File: src/rtl/io_pkg.sv
// io_pkg: shared defaults for the io output FIFO.
//   IO_DATA_W : default bus/port word width
//   IO_DEPTH  : default FIFO entries (power of two, >= 2)
//   IO_CNT_W  : width of the occupancy count for the default depth
package io_pkg;
  localparam int IO_DATA_W = 16;
  localparam int IO_DEPTH  = 4;
  localparam int IO_CNT_W  = $clog2(IO_DEPTH) + 1;
endpackage

File: src/rtl/io_out_fifo_if.sv
// io_out_fifo_if: bus-side push and port-side show-ahead output of the FIFO.
//   bus/busWriteEn : word to capture and its push request
//   portReady      : consumer accepts portData this cycle
//   portData       : head word, portValid when the FIFO is not empty
//   master = bus producer and port consumer; slave = the FIFO
interface io_out_fifo_if #(parameter int DATA_W = io_pkg::IO_DATA_W);
  logic [DATA_W-1:0] bus;
  logic              busWriteEn;
  logic              portReady;
  logic [DATA_W-1:0] portData;
  logic              portValid;

  modport master (output bus, busWriteEn, portReady, input portData, portValid);
  modport slave  (input bus, busWriteEn, portReady, output portData, portValid);
endinterface

File: src/rtl/io_fifo_mem.sv
// io_fifo_mem: DEPTH x DATA_W register array.
//   clk         : write clock
//   we/waddr/wdata : synchronous write port
//   raddr/rdata    : asynchronous read port
// Contents are deliberately not reset.
module io_fifo_mem import io_pkg::*; #(
  parameter int DATA_W = IO_DATA_W,
  parameter int DEPTH  = IO_DEPTH,
  localparam int PW    = $clog2(DEPTH)
) (
  input  logic              clk,
  input  logic              we,
  input  logic [PW-1:0]     waddr,
  input  logic [DATA_W-1:0] wdata,
  input  logic [PW-1:0]     raddr,
  output logic [DATA_W-1:0] rdata
);
  logic [DATA_W-1:0] mem [DEPTH];

  always_ff @(posedge clk)
    if (we) mem[waddr] <= wdata;

  assign rdata = mem[raddr];
endmodule

File: src/rtl/io_out_fifo.sv
// io_out_fifo: show-ahead output FIFO between the system bus and an IO port.
//   clk, reset   : clock, async active-high reset
//   io (slave)   : bus/busWriteEn push side, portData/portValid/portReady pop side
//   clrOverflow  : synchronous clear of the sticky overflow flag
//   full, empty, count : occupancy status
//   overflow     : sticky, set when a push is dropped because the FIFO is full
module io_out_fifo import io_pkg::*; #(
  parameter int DATA_W = IO_DATA_W,
  parameter int DEPTH  = IO_DEPTH,
  localparam int PW    = $clog2(DEPTH),
  localparam int CW    = $clog2(DEPTH) + 1
) (
  input  logic          clk,
  input  logic          reset,
  io_out_fifo_if.slave  io,
  input  logic          clrOverflow,
  output logic          full,
  output logic          empty,
  output logic [CW-1:0] count,
  output logic          overflow
);
  logic [PW-1:0] wptr, rptr;
  logic          pop, push, drop;

  assign empty        = (count == '0);
  assign full         = (count == CW'(DEPTH));
  assign io.portValid = !empty;

  // A full FIFO still takes a push when the head leaves in the same cycle.
  assign pop  = io.portValid & io.portReady;
  assign push = io.busWriteEn & (!full | pop);
  assign drop = io.busWriteEn & full & !pop;

  io_fifo_mem #(.DATA_W(DATA_W), .DEPTH(DEPTH)) u_mem (
    .clk   (clk),
    .we    (push),
    .waddr (wptr),
    .wdata (io.bus),
    .raddr (rptr),
    .rdata (io.portData)
  );

  // Power-of-two depth: pointers wrap by natural overflow.
  always_ff @(posedge clk or posedge reset) begin
    if (reset) begin
      wptr  <= '0;
      rptr  <= '0;
      count <= '0;
    end else begin
      if (push) wptr <= wptr + PW'(1);
      if (pop)  rptr <= rptr + PW'(1);
      if (push && !pop)      count <= count + CW'(1);
      else if (pop && !push) count <= count - CW'(1);
    end
  end

  // A drop wins over a simultaneous clear.
  always_ff @(posedge clk or posedge reset) begin
    if (reset)            overflow <= 1'b0;
    else if (drop)        overflow <= 1'b1;
    else if (clrOverflow) overflow <= 1'b0;
  end
endmodule

File: src/flat_wrapper.sv
// flat-port wrapper written by rule: the top's interface ports become plain ports
module io_out_fifo_flat import io_pkg::*;
#(
  parameter int DATA_W = IO_DATA_W,
  parameter int DEPTH  = IO_DEPTH,
  localparam int PW    = $clog2(DEPTH),
  localparam int CW    = $clog2(DEPTH) + 1
)
  (clk, reset, clrOverflow, full, empty, count, overflow, io_bus, io_busWriteEn, io_portReady, io_portData, io_portValid);
  io_out_fifo_if #(.DATA_W(DATA_W)) io_i ();
  input  logic clk;
  input  logic reset;
  input  logic clrOverflow;
  output logic full;
  output logic empty;
  output logic [CW-1:0] count;
  output logic overflow;
  input wire logic [$bits(io_i.bus)-1:0] io_bus;
  input wire logic [$bits(io_i.busWriteEn)-1:0] io_busWriteEn;
  input wire logic [$bits(io_i.portReady)-1:0] io_portReady;
  output wire logic [$bits(io_i.portData)-1:0] io_portData;
  output wire logic [$bits(io_i.portValid)-1:0] io_portValid;
  assign io_i.bus = io_bus;
  assign io_i.busWriteEn = io_busWriteEn;
  assign io_i.portReady = io_portReady;
  assign io_portData = io_i.portData;
  assign io_portValid = io_i.portValid;
  io_out_fifo #(.DATA_W(DATA_W), .DEPTH(DEPTH)) u_core (.clk(clk), .reset(reset), .io(io_i), .clrOverflow(clrOverflow), .full(full), .empty(empty), .count(count), .overflow(overflow));
endmodule
File: config.mk
export PLATFORM = sky130hd
export DESIGN_NAME = io_out_fifo_flat
export DESIGN_NICKNAME = d
export VERILOG_FILES = /design/src/rtl/io_pkg.sv /design/src/rtl/io_out_fifo_if.sv /design/src/rtl/io_fifo_mem.sv /design/src/rtl/io_out_fifo.sv /design/src/flat_wrapper.sv
export SDC_FILE = /design/constraint.sdc
export NUM_CORES = 1
export LEC_CHECK = 0
export CAP_MARGIN = 20
export CORE_MARGIN = 1.5
export CORE_UTILIZATION = 40
export DETAILED_ROUTE_END_ITERATION = 12
export PLACE_DENSITY_LB_ADDON = 0.08
export SYNTH_ARGS = -nofsm -noshare
export SYNTH_HDL_FRONTEND = slang
export SYNTH_SLANG_ARGS = --single-unit
File: constraint.sdc
create_clock -name clk -period 3.1 [get_ports clk]
set_input_delay 0.31 -clock clk [delete_from_list [all_inputs] [get_ports clk]]
set_output_delay 0.31 -clock clk [all_outputs]
set_load 0.01 [all_outputs]
==> summary.txt, run 1 <==
worst hold margin - 0.215 ns
I/O pin total - 44
final core utilization - 0.519
Avg Cell Area, Syn - 22.1 um^2
CTS tree - yes
Worst Setup End Kind - output pin
CTS resizes - 0
Tot GR Track Use - 0.142
routability congestion estimate - 0.679
RSZ-0062 raised after global routing - no
Num CTS Buffers - 9
Clock transition at path regs - 0.07 ns
Longest Clk Path Bufs - 2
DIE WIDTH - 86.5 um
NumNets Final - 207
Top Metal Used - met4
die area - 7480 um^2
Min-Delay Path Class - in -> async
initial antenna violation count - 0
Clock Latency Late Sink - 0.33 ns
Area Overhead vs Synth - 25.7%
Least-Margin Pin Slew - 0.839 ns
peak supply drop - 0.000459 V
Post-CTS Hold Buffers - 0
static leakage - 1.21 nW
Via-to-Cell Ratio - 4.96
Worst R2R Path Depth - 8
Crit Path Class - reg -> out
antenna viol nets, final - 0
post-DP HPWL - 3150 um
vias in the first global route - 1,448
Die Y - 86.5 um
core area - 6760 um^2
CP startpoint kind - flip-flop
first-pass GRT wire length - 7550 um
syn_nets - 153
met3 WL - 206 um
Rel. slew slack - 0.441
cell total after placement - 249
vias after detailed routing - 1,315
commonest non-fill, non-tap cell in the layout - edfxtp_1
crit path DAT - 2.22 ns
CTS Sinks - 72
most frequent cells in the layout - edfxtp_1, clkdlybuf4s50_1, mux4_2, clkbuf_8, dfrtp_1
Yosys top cell area share - 0.689
final hold viol count - 0
PortBufs - 43
WL final - 4670 um
# setup viols final - 0
final worst-path cycle share - 0.816
Distinct cells, synth - 22
remaining routing DRC violations - 0
Post-Syn Area - 2790 um^2
TNS Setup - 0 ns
share of cells above drive strength 1 - 0.211
Peak Freq - 395 MHz
Crit path required time - 2.79 ns
Post-Synthesis Cells - 126
initial DRC count - 104
Synthesis Warnings - 0
Starting Density - 0.413
grt ovf - 0
outcome - complete, no violations
post-DR wirelength/cell - 17.6 um
sequential fraction of the synthesis area - 0.761
H-tree levels - 3
PwrDens - 924 nW/um^2
fin crit period - 2.53 ns
number of synthesized register bits - 72
Final Skew - 0.0112 ns
top cells by area, synth - edfxtp_1, mux4_2, dfrtp_1, ha_1, xnor2_1
non-filler instance count after layout - 265
met2 WL - 2430 um
crit-path max FO - 14
MaxCap Viol Count - 0
Yosys top cell by area - edfxtp_1
First-pass DRT Iterations - 4
Antenna Cells - 0
clock root buffer - clkbuf_8
row cnt - 30
M1 WL - 1990 um
Final Max Tran Viols - 0
R2R setup slack - 0.83 ns
postcts setup bufs - 0
largest net degree at the start of global routing - 18
logic make-up (layout without fill, tap and decap cells):
group,count (synthesis),in the layout,share of synthesized area
DFF,72,72,0.761
muxes,18,18,0.139
and+or+nand+nor,12,12,0.0278
buffers and inverters,11,70,0.0224
adders and majority gates,6,6,0.0296
xor gates and xnor gates,6,6,0.0188
AOI/OAI and AO/OA,1,1,0.00179
worst max-delay path, stage by stage, from the launching register on:
cell and delay, ns:
dfrtp_1 0.49, buf_4 0.35, mux4_2 0.55, clkdlybuf4s50_1 0.49
routing by layer:
metal  global-route usage  vias up
li1                     -      602
met1                0.168      676
met2                0.239       33
met3               0.0476        4
met4               0.0572        0
met5                    0        -
metrics by stage:
step | setup WS [ns] | power [mW] | instance area [um^2]
after global placement | 0.672 | 2.57 | 3320
after global routing | 0.427 | 3.43 | 3500
final | 0.571 | 3.24 | 3500
after CTS | 0.508 | 3.31 | 3500
after detailed placement | 0.558 | 2.61 | 3320
after floorplan | 0.899 | 2.06 | 2790
registers in the layout (all words and copies together), names as in the netlist:
name / flops
u_core.rptr: 2
u_core.count: 3
u_core.overflow: 1
u_core.wptr: 2
u_core.u_mem.mem: 64
power breakdown:
group	internal, mW	switching, mW
combinational	0.661	0.449
clock	0.367	0.324
sequential	1.29	0.148
final timing paths:
check,startpoint,to
min in group clk,u_core.count[2],u_core.count[2]
worst max register to register,u_core.count[0],u_core.count[2]
max in group asynchronous,reset,u_core.rptr[0]
worst min-delay path,reset,u_core.overflow
worst max-delay path,u_core.rptr[0],io_portData[7]
worst min register to register,u_core.count[2],u_core.count[2]
final cells by class:
type                    instances  area, um^2
clock inverters                 6        60.1
multi-input cells              43         604
flip-flops and latches         72        2120
repair buffers                 48         468
clock buffers                  10         128
well taps                      80         100
fillers                       566        3250
inverters                       6        22.5
cells in the mapped netlist:
cell and n:
o21ai_0 1, buf_6 2, or3_2 1, buf_4 1, buf_2 2, xor2_1 2, xnor2_1 4, mux4_2 16
mux2_2 1, inv_1 6, dfrtp_1 8, nor3b_1 1, edfxtp_1 64, and2_1 4, mux2_4 1, nor2_1 1
nor2b_1 1, ha_1 5, nor4b_2 1, nand2_1 2, nand3_1 1, fa_1 1
No activity file was read; power rests on OpenSTA's default activity.
==> inputs of run 2 (changes only) <==
Clock period 3.1 ns to 2.06 ns, I/O delays scaled along.
==> run 2 against run 1 <==
Against the previous run: critical path depth is 5 higher; design area is 4.0% higher; worst setup slack worse by 0.52 ns; clock power is 49% higher; via count is 6.2% higher; routed wire length is 5.7% higher; sequential share of layout area is 2.3 points lower; clock-buffer cell count is 2 higher; worst hold slack worse by 0.096 ns; first-iteration DRC count is 14% lower; combinational power is 71% higher; register-to-register slack worse by 0.78 ns; critical path type is now reg -> reg.
==> summary.txt, run 2 (synthesis results as in run 1) <==
initial DRC count - 89 (was 104)
final worst-path cycle share - 0.975
Peak Freq - 498 MHz
antenna viol nets, final - 0 (unchanged)
largest net degree at the start of global routing - 13 (was 18)
vias in the first global route - 1,516 (was 1,448)
Longest Clk Path Bufs - 2 (unchanged)
fin area - 3650 um^2 (was 3500 um^2)
Num CTS Buffers - 9 (unchanged)
Min-Delay Path Class - in -> async (unchanged)
final core utilization - 0.540 (was 0.519)
Clock Latency Late Sink - 0.33 ns (about the same)
outcome - complete, no violations (unchanged)
Rel. slew slack - 0.785 (was 0.441)
Final Skew - 0.00529 ns (was 0.0112 ns)
post-route setup slack - 0.0522 ns (was 0.571 ns)
remaining routing DRC violations - 0 (unchanged)
Largest regs - u_core.u_mem.mem (64), u_core.count (3) (unchanged)
CP startpoint kind - flip-flop (unchanged)
PortBufs - 43 (unchanged)
vias after detailed routing - 1,396 (was 1,315)
Worst Setup End Kind - flip-flop (was output pin)
# setup viols final - 0 (unchanged)
crit path DAT - 2.26 ns (was 2.22 ns)
row cnt - 30 (unchanged)
static leakage - 1.33 nW (was 1.21 nW)
I/O pin total - 44 (unchanged)
Crit path required time - 2.31 ns (was 2.79 ns)
first-pass GRT wire length - 7870 um (was 7550 um)
worst r2r src - u_core.count[1] (was u_core.count[0])
CP max stage cell - or3_4 (was mux4_2)
non-filler instance count after layout - 281 (was 265)
grt ovf - 0 (unchanged)
peak supply drop - 0.000691 V (was 0.000459 V)
TNS Setup - 0 ns (unchanged)
MaxCap Viol Count - 0 (unchanged)
Tot GR Track Use - 0.147 (was 0.142)
cells along the critical path - or3_4, nand2_4, ha_2, inv_1, fa_2, xor2_1, nor2_1, xor2_1 (was buf_4, mux4_2, clkdlybuf4s50_1)
Via-to-Cell Ratio - 4.97 (was 4.96)
die area - 7480 um^2 (unchanged)
Worst path max stage delay - 0.44 ns (was 0.55 ns)
critical path depth - 8 (was 3)
placed instance area - 3420 um^2 (was 3320 um^2)
Largest Register - u_core.u_mem.mem (unchanged)
Crit Path Class - reg -> reg (was reg -> out)
crit path buf inv count - 1 (was 2)
share of cells above drive strength 1 - 0.289 (was 0.211)
flip-flop count of the largest register after layout - 64 (unchanged)
post-DP HPWL - 3400 um (was 3150 um)
commonest non-fill, non-tap cell in the layout - edfxtp_1 (unchanged)
PwrDens - 1370 nW/um^2 (was 924 nW/um^2)
Least-Margin Pin Slew - 0.323 ns (was 0.839 ns)
fin crit period - 2.01 ns
crit-path max FO - 4 (was 14)
routability congestion estimate - 0.712 (was 0.679)
CTS tree - yes (unchanged)
Critical Path Source - u_core.count[1] (was u_core.rptr[0])
Area Overhead vs Synth - 30.7% (was 25.7%)
Antenna Cells - 0 (unchanged)
Worst R2R Path Depth - 8 (unchanged)
dpl ws - -0.143 ns (was 0.558 ns)
Final Max Tran Viols - 0 (unchanged)
WL final - 4940 um (was 4670 um)
RSZ-0062 raised after global routing - yes (was no)
initial antenna violation count - 0 (unchanged)
H-tree levels - 3 (unchanged)
final hold viol count - 0 (unchanged)
core area - 6760 um^2 (unchanged)
Die Y - 86.5 um (unchanged)
First-pass DRT Iterations - 4 (unchanged)
Top cell by count, worst path - xor2_1
Starting Density - 0.413 (unchanged)
DIE WIDTH - 86.5 um (unchanged)
post-DR wirelength/cell - 17.6 um (about the same)
clock root buffer - clkbuf_8 (unchanged)
most frequent cells in the layout - edfxtp_1, clkdlybuf4s50_1, buf_4, mux4_2, dlygate4sd2_1 (was edfxtp_1, clkdlybuf4s50_1, mux4_2, clkbuf_8, dfrtp_1)
CTS Sinks - 72 (unchanged)
NumNets Final - 223 (was 207)
Clock transition at path regs - 0.07 ns (about the same)
cell total after placement - 261 (was 249)
Top delay family on crit path - simple AND/OR/NAND/NOR gates (was buffers and inverters)
==> run 2: changes by cell type in the layout (fill, tap and decap cells not counted), moves of 2 or more <==
cell	delta
clkbuf_1	+2
clkdlybuf4s50_1	-17
buf_12	+2
dlygate4sd2_1	+16
buf_4	+13
==> run 2: final timing paths <==
kind	slack [ns]	end
max	0.05	u_core.count[2]
min	0.12	u_core.overflow
max reg2reg	0.05	u_core.count[2]
min reg2reg	0.53	u_core.overflow
max in group asynchronous	1.68	u_core.count[0]
min in group clk	0.44	u_core.overflow
==> run 2: metrics by stage <==
step,power (mW),hold WS [ns]
3_3_place_gp,4.03,0.470
2_1_floorplan,3.12,0.0216
6_report,5.00,0.118
5_1_grt,5.28,0.145
3_5_place_dp,4.08,0.479
4_1_cts,4.99,0.112
==> run 2: cell type report <==
class / count / area, um^2
multi-input combinational: 43 / 621
sequential: 72 / 2120
clock inverter: 4 / 45.0
inverter: 6 / 22.5
clock buffer: 12 / 135
timing repair buffer: 64 / 599
tap: 80 / 100
fill: 555 / 3110
==> run 2: report_power, final <==
part	total [mW]	internal, mW	switching (mW)
combinational	1.90	1.06	0.843
clock	1.03	0.555	0.475
sequential	2.06	1.94	0.120
total	5.00	3.56	1.44
==> run 2: metal layers <==
layer,global-route usage,part of all wire,vias up
met5,0,0,-
met4,0.0704,0.014,0
met3,0.0400,0.040,7
met2,0.234,0.50,34
met1,0.186,0.44,715
li1,-,-,640
==> run 2: repair_timing <==
action / 4_1_cts / 5_1_grt
endpoints found under the hold margin: 0 / 0
resized for setup: 17 / 5
gates cloned: 0 / 0
hold buffers: 0 / 0
setup buffers: 1 / 3
endpoints found under the setup margin: 16 / 4
pin swaps: 0 / 2
==> inputs of run 3 (changes only) <==
Settings changed: PLACE_DENSITY from default to 0.73, PLACE_DENSITY_LB_ADDON 0.08 to default.
==> run 3 against run 2 <==
Against the previous run: register-to-register slack got worse by 0.03 ns; global-route usage decreased by 0.26 points; cell count is 3.6% lower; clock skew increased by 0.0011 ns; combinational power about the same; via count fell by 1.8%; critical endpoint unchanged; largest power group unchanged.
==> summary.txt, run 3 (synthesis results as in run 1) <==
Peak Freq - 491 MHz (was 498 MHz)
Sw Pwr - 1.47 mW (was 1.44 mW)
non-filler instance count after layout - 271 (was 281)
crit path DAT - 2.30 ns (was 2.26 ns)
WL final - 5060 um (was 4940 um)
dpl ws - -0.132 ns (was -0.143 ns)
Rel. slew slack - 0.708 (was 0.785)
remaining routing DRC violations - 0 (unchanged)
vias in the first global route - 1,465 (was 1,516)
Gate power share - 0.368 (was 0.381)
flip-flop count of the largest register after layout - 64 (unchanged)
Least-Margin Pin Slew - 0.438 ns (was 0.323 ns)
Worst path max stage delay - 0.43 ns (was 0.44 ns)
final worst-path cycle share - 0.989 (was 0.975)
initial DRC count - 38 (was 89)
most frequent cells in the layout - edfxtp_1, clkdlybuf4s50_1, mux4_2, dlygate4sd2_1 (was edfxtp_1, clkdlybuf4s50_1, buf_4, mux4_2, dlygate4sd2_1)
TNS Setup - 0 ns (unchanged)
Clock transition at path regs - 0.07 ns (about the same)
Crit path required time - 2.32 ns (was 2.31 ns)
multi-input logic area - 648 um^2 (was 621 um^2)
outcome - complete, no violations (unchanged)
Starting Density - 0.413 (unchanged)
commonest non-fill, non-tap cell in the layout - edfxtp_1 (unchanged)
vias after detailed routing - 1,371 (was 1,396)
initial antenna violation count - 0 (unchanged)
final core utilization - 0.540 (unchanged)
Via-to-Cell Ratio - 5.06 (was 4.97)
PortBufs - 43 (unchanged)
Final Max Tran Viols - 0 (unchanged)
clock root buffer - clkbuf_8 (unchanged)
CTS tree - yes (unchanged)
Num CTS Buffers - 9 (unchanged)
post-DP HPWL - 3180 um (was 3400 um)
Area Overhead vs Synth - 30.7% (unchanged)
MaxCap Viol Count - 0 (unchanged)
register area - 2130 um^2 (was 2120 um^2)
Die Y - 86.5 um (unchanged)
Worst Setup End Kind - flip-flop (unchanged)
cells along the critical path - or3_4, nand2_4, ha_4, inv_2, fa_1, xor2_1, nor2_1, xor2_1 (was or3_4, nand2_4, ha_2, inv_1, fa_2, xor2_1, nor2_1, xor2_1)
Clock power frac - 0.226 (was 0.206)
fin crit period - 2.04 ns (was 2.01 ns)
Final Skew - 0.00641 ns (was 0.00529 ns)
routability congestion estimate - 0.699 (was 0.712)
NumNets Final - 214 (was 223)
DIE WIDTH - 86.5 um (unchanged)
First-pass DRT Iterations - 4 (unchanged)
cell total after placement - 252 (was 261)
PwrDens - 1410 nW/um^2 (was 1370 nW/um^2)
Internal Power - 3.68 mW (was 3.56 mW)
crit-path max FO - 4 (unchanged)
Clock Latency Late Sink - 0.34 ns (was 0.33 ns)
post-DR wirelength/cell - 18.7 um (was 17.6 um)
static leakage - 1.31 nW (was 1.33 nW)
row cnt - 30 (unchanged)
Longest Clk Path Bufs - 2 (unchanged)
RSZ-0062 raised after global routing - yes (unchanged)
first-pass GRT wire length - 7470 um (was 7870 um)
switch share - 0.286 (was 0.288)
Min-Delay Path Class - in -> async (unchanged)
share of cells above drive strength 1 - 0.298 (was 0.289)
Top delay family on crit path - simple AND/OR/NAND/NOR gates (unchanged)
peak supply drop - 0.000746 V (was 0.000691 V)
H-tree levels - 3 (unchanged)
# setup viols final - 0 (unchanged)
Filler Cell Count - 538 (was 555)
grt ovf - 0 (unchanged)
Largest regs - u_core.u_mem.mem (64), u_core.count (3) (unchanged)
Crit Path Class - reg -> reg (unchanged)
die area - 7480 um^2 (unchanged)
CP max stage cell - dfrtp_2 (was or3_4)
I/O pin total - 44 (unchanged)
Largest Register - u_core.u_mem.mem (unchanged)
largest net degree at the start of global routing - 17 (was 13)
CP startpoint kind - flip-flop (unchanged)
sequential power share - 0.406 (was 0.413)
antenna viol nets, final - 0 (unchanged)
final hold viol count - 0 (unchanged)
core area - 6760 um^2 (unchanged)
Antenna Cells - 0 (unchanged)
post-route setup slack - 0.0218 ns (was 0.0522 ns)
Tot GR Track Use - 0.144 (was 0.147)
Tot Pwr - 5.15 mW (was 5.00 mW)
crit path buf inv count - 1 (unchanged)
Top cell by count, worst path - xor2_1 (unchanged)
CTS Sinks - 72 (unchanged)
==> run 3: path summary, 6_finish.rpt <==
kind / startpoint / end / cells past startpoint / slack [ns]
hold reg to reg: u_core.overflow / u_core.overflow / 2 / 0.53
hold / removal: reset / u_core.overflow / 2 / 0.12
setup / recovery: u_core.count[1] / u_core.count[2] / 8 / 0.02
setup reg to reg: u_core.count[1] / u_core.count[2] / 8 / 0.02
max in group asynchronous: reset / u_core.count[1] / 2 / 1.67
min in group clk: clrOverflow / u_core.overflow / 2 / 0.45
==> run 3: cell type report <==
class / instances / share of cell area
clock buffers: 10 / 0.0350
flip-flops and latches: 72 / 0.583
clock inverters: 5 / 0.0223
inverters: 6 / 0.00618
repair buffers: 55 / 0.148
multi-input cells: 43 / 0.178
well taps: 80 / 0.0275
==> run 3: worst register-to-register path: cells and delay by family, from the launching register on <==
kind	cells	cell delay, ns
xor+xnor	2	0.30
fa+ha+maj	2	0.55
buf+inv	1	0.04
flops	1	0.43
simple gates	3	0.65
==> run 3: per-layer routing <==
layer | vias to the layer above | routed length (um) | track usage
met3 | 9 | 279 | 0.0648
met5 | - | 0 | 0
met4 | 0 | 45 | 0.0396
li1 | 614 | - | -
met1 | 712 | 1830 | 0.142
met2 | 36 | 2910 | 0.270
==> run 3: through the flow <==
| stage | hold slack (ns) | instance area [um^2] |
|---|---|---|
| 5_1_grt | 0.145 | 3650 |
| 2_1_floorplan | 0.0216 | 2790 |
| 4_1_cts | 0.116 | 3580 |
| 3_3_place_gp | 0.471 | 3360 |
| 3_5_place_dp | 0.485 | 3360 |
| 6_report | 0.124 | 3650 |
==> run 3: power by group through the flow <==
stage	Clock (mW)	Combinational [mW]	Sequential, mW
floorplan	0	1.03	2.09
global placement	0	1.83	2.09
detailed placement	0	1.89	2.12
CTS	1.18	1.83	2.11
global route	1.24	2.04	2.12
finish	1.16	1.89	2.09
==> run 3: repair_timing <==
item                       4_1_cts  5_1_grt
pin swaps                        0        4
setup endpoints to repair       18       67
resized for setup               19       15
cloned                           1        0
buffers inserted                 1        2
hold buffers                     0        0
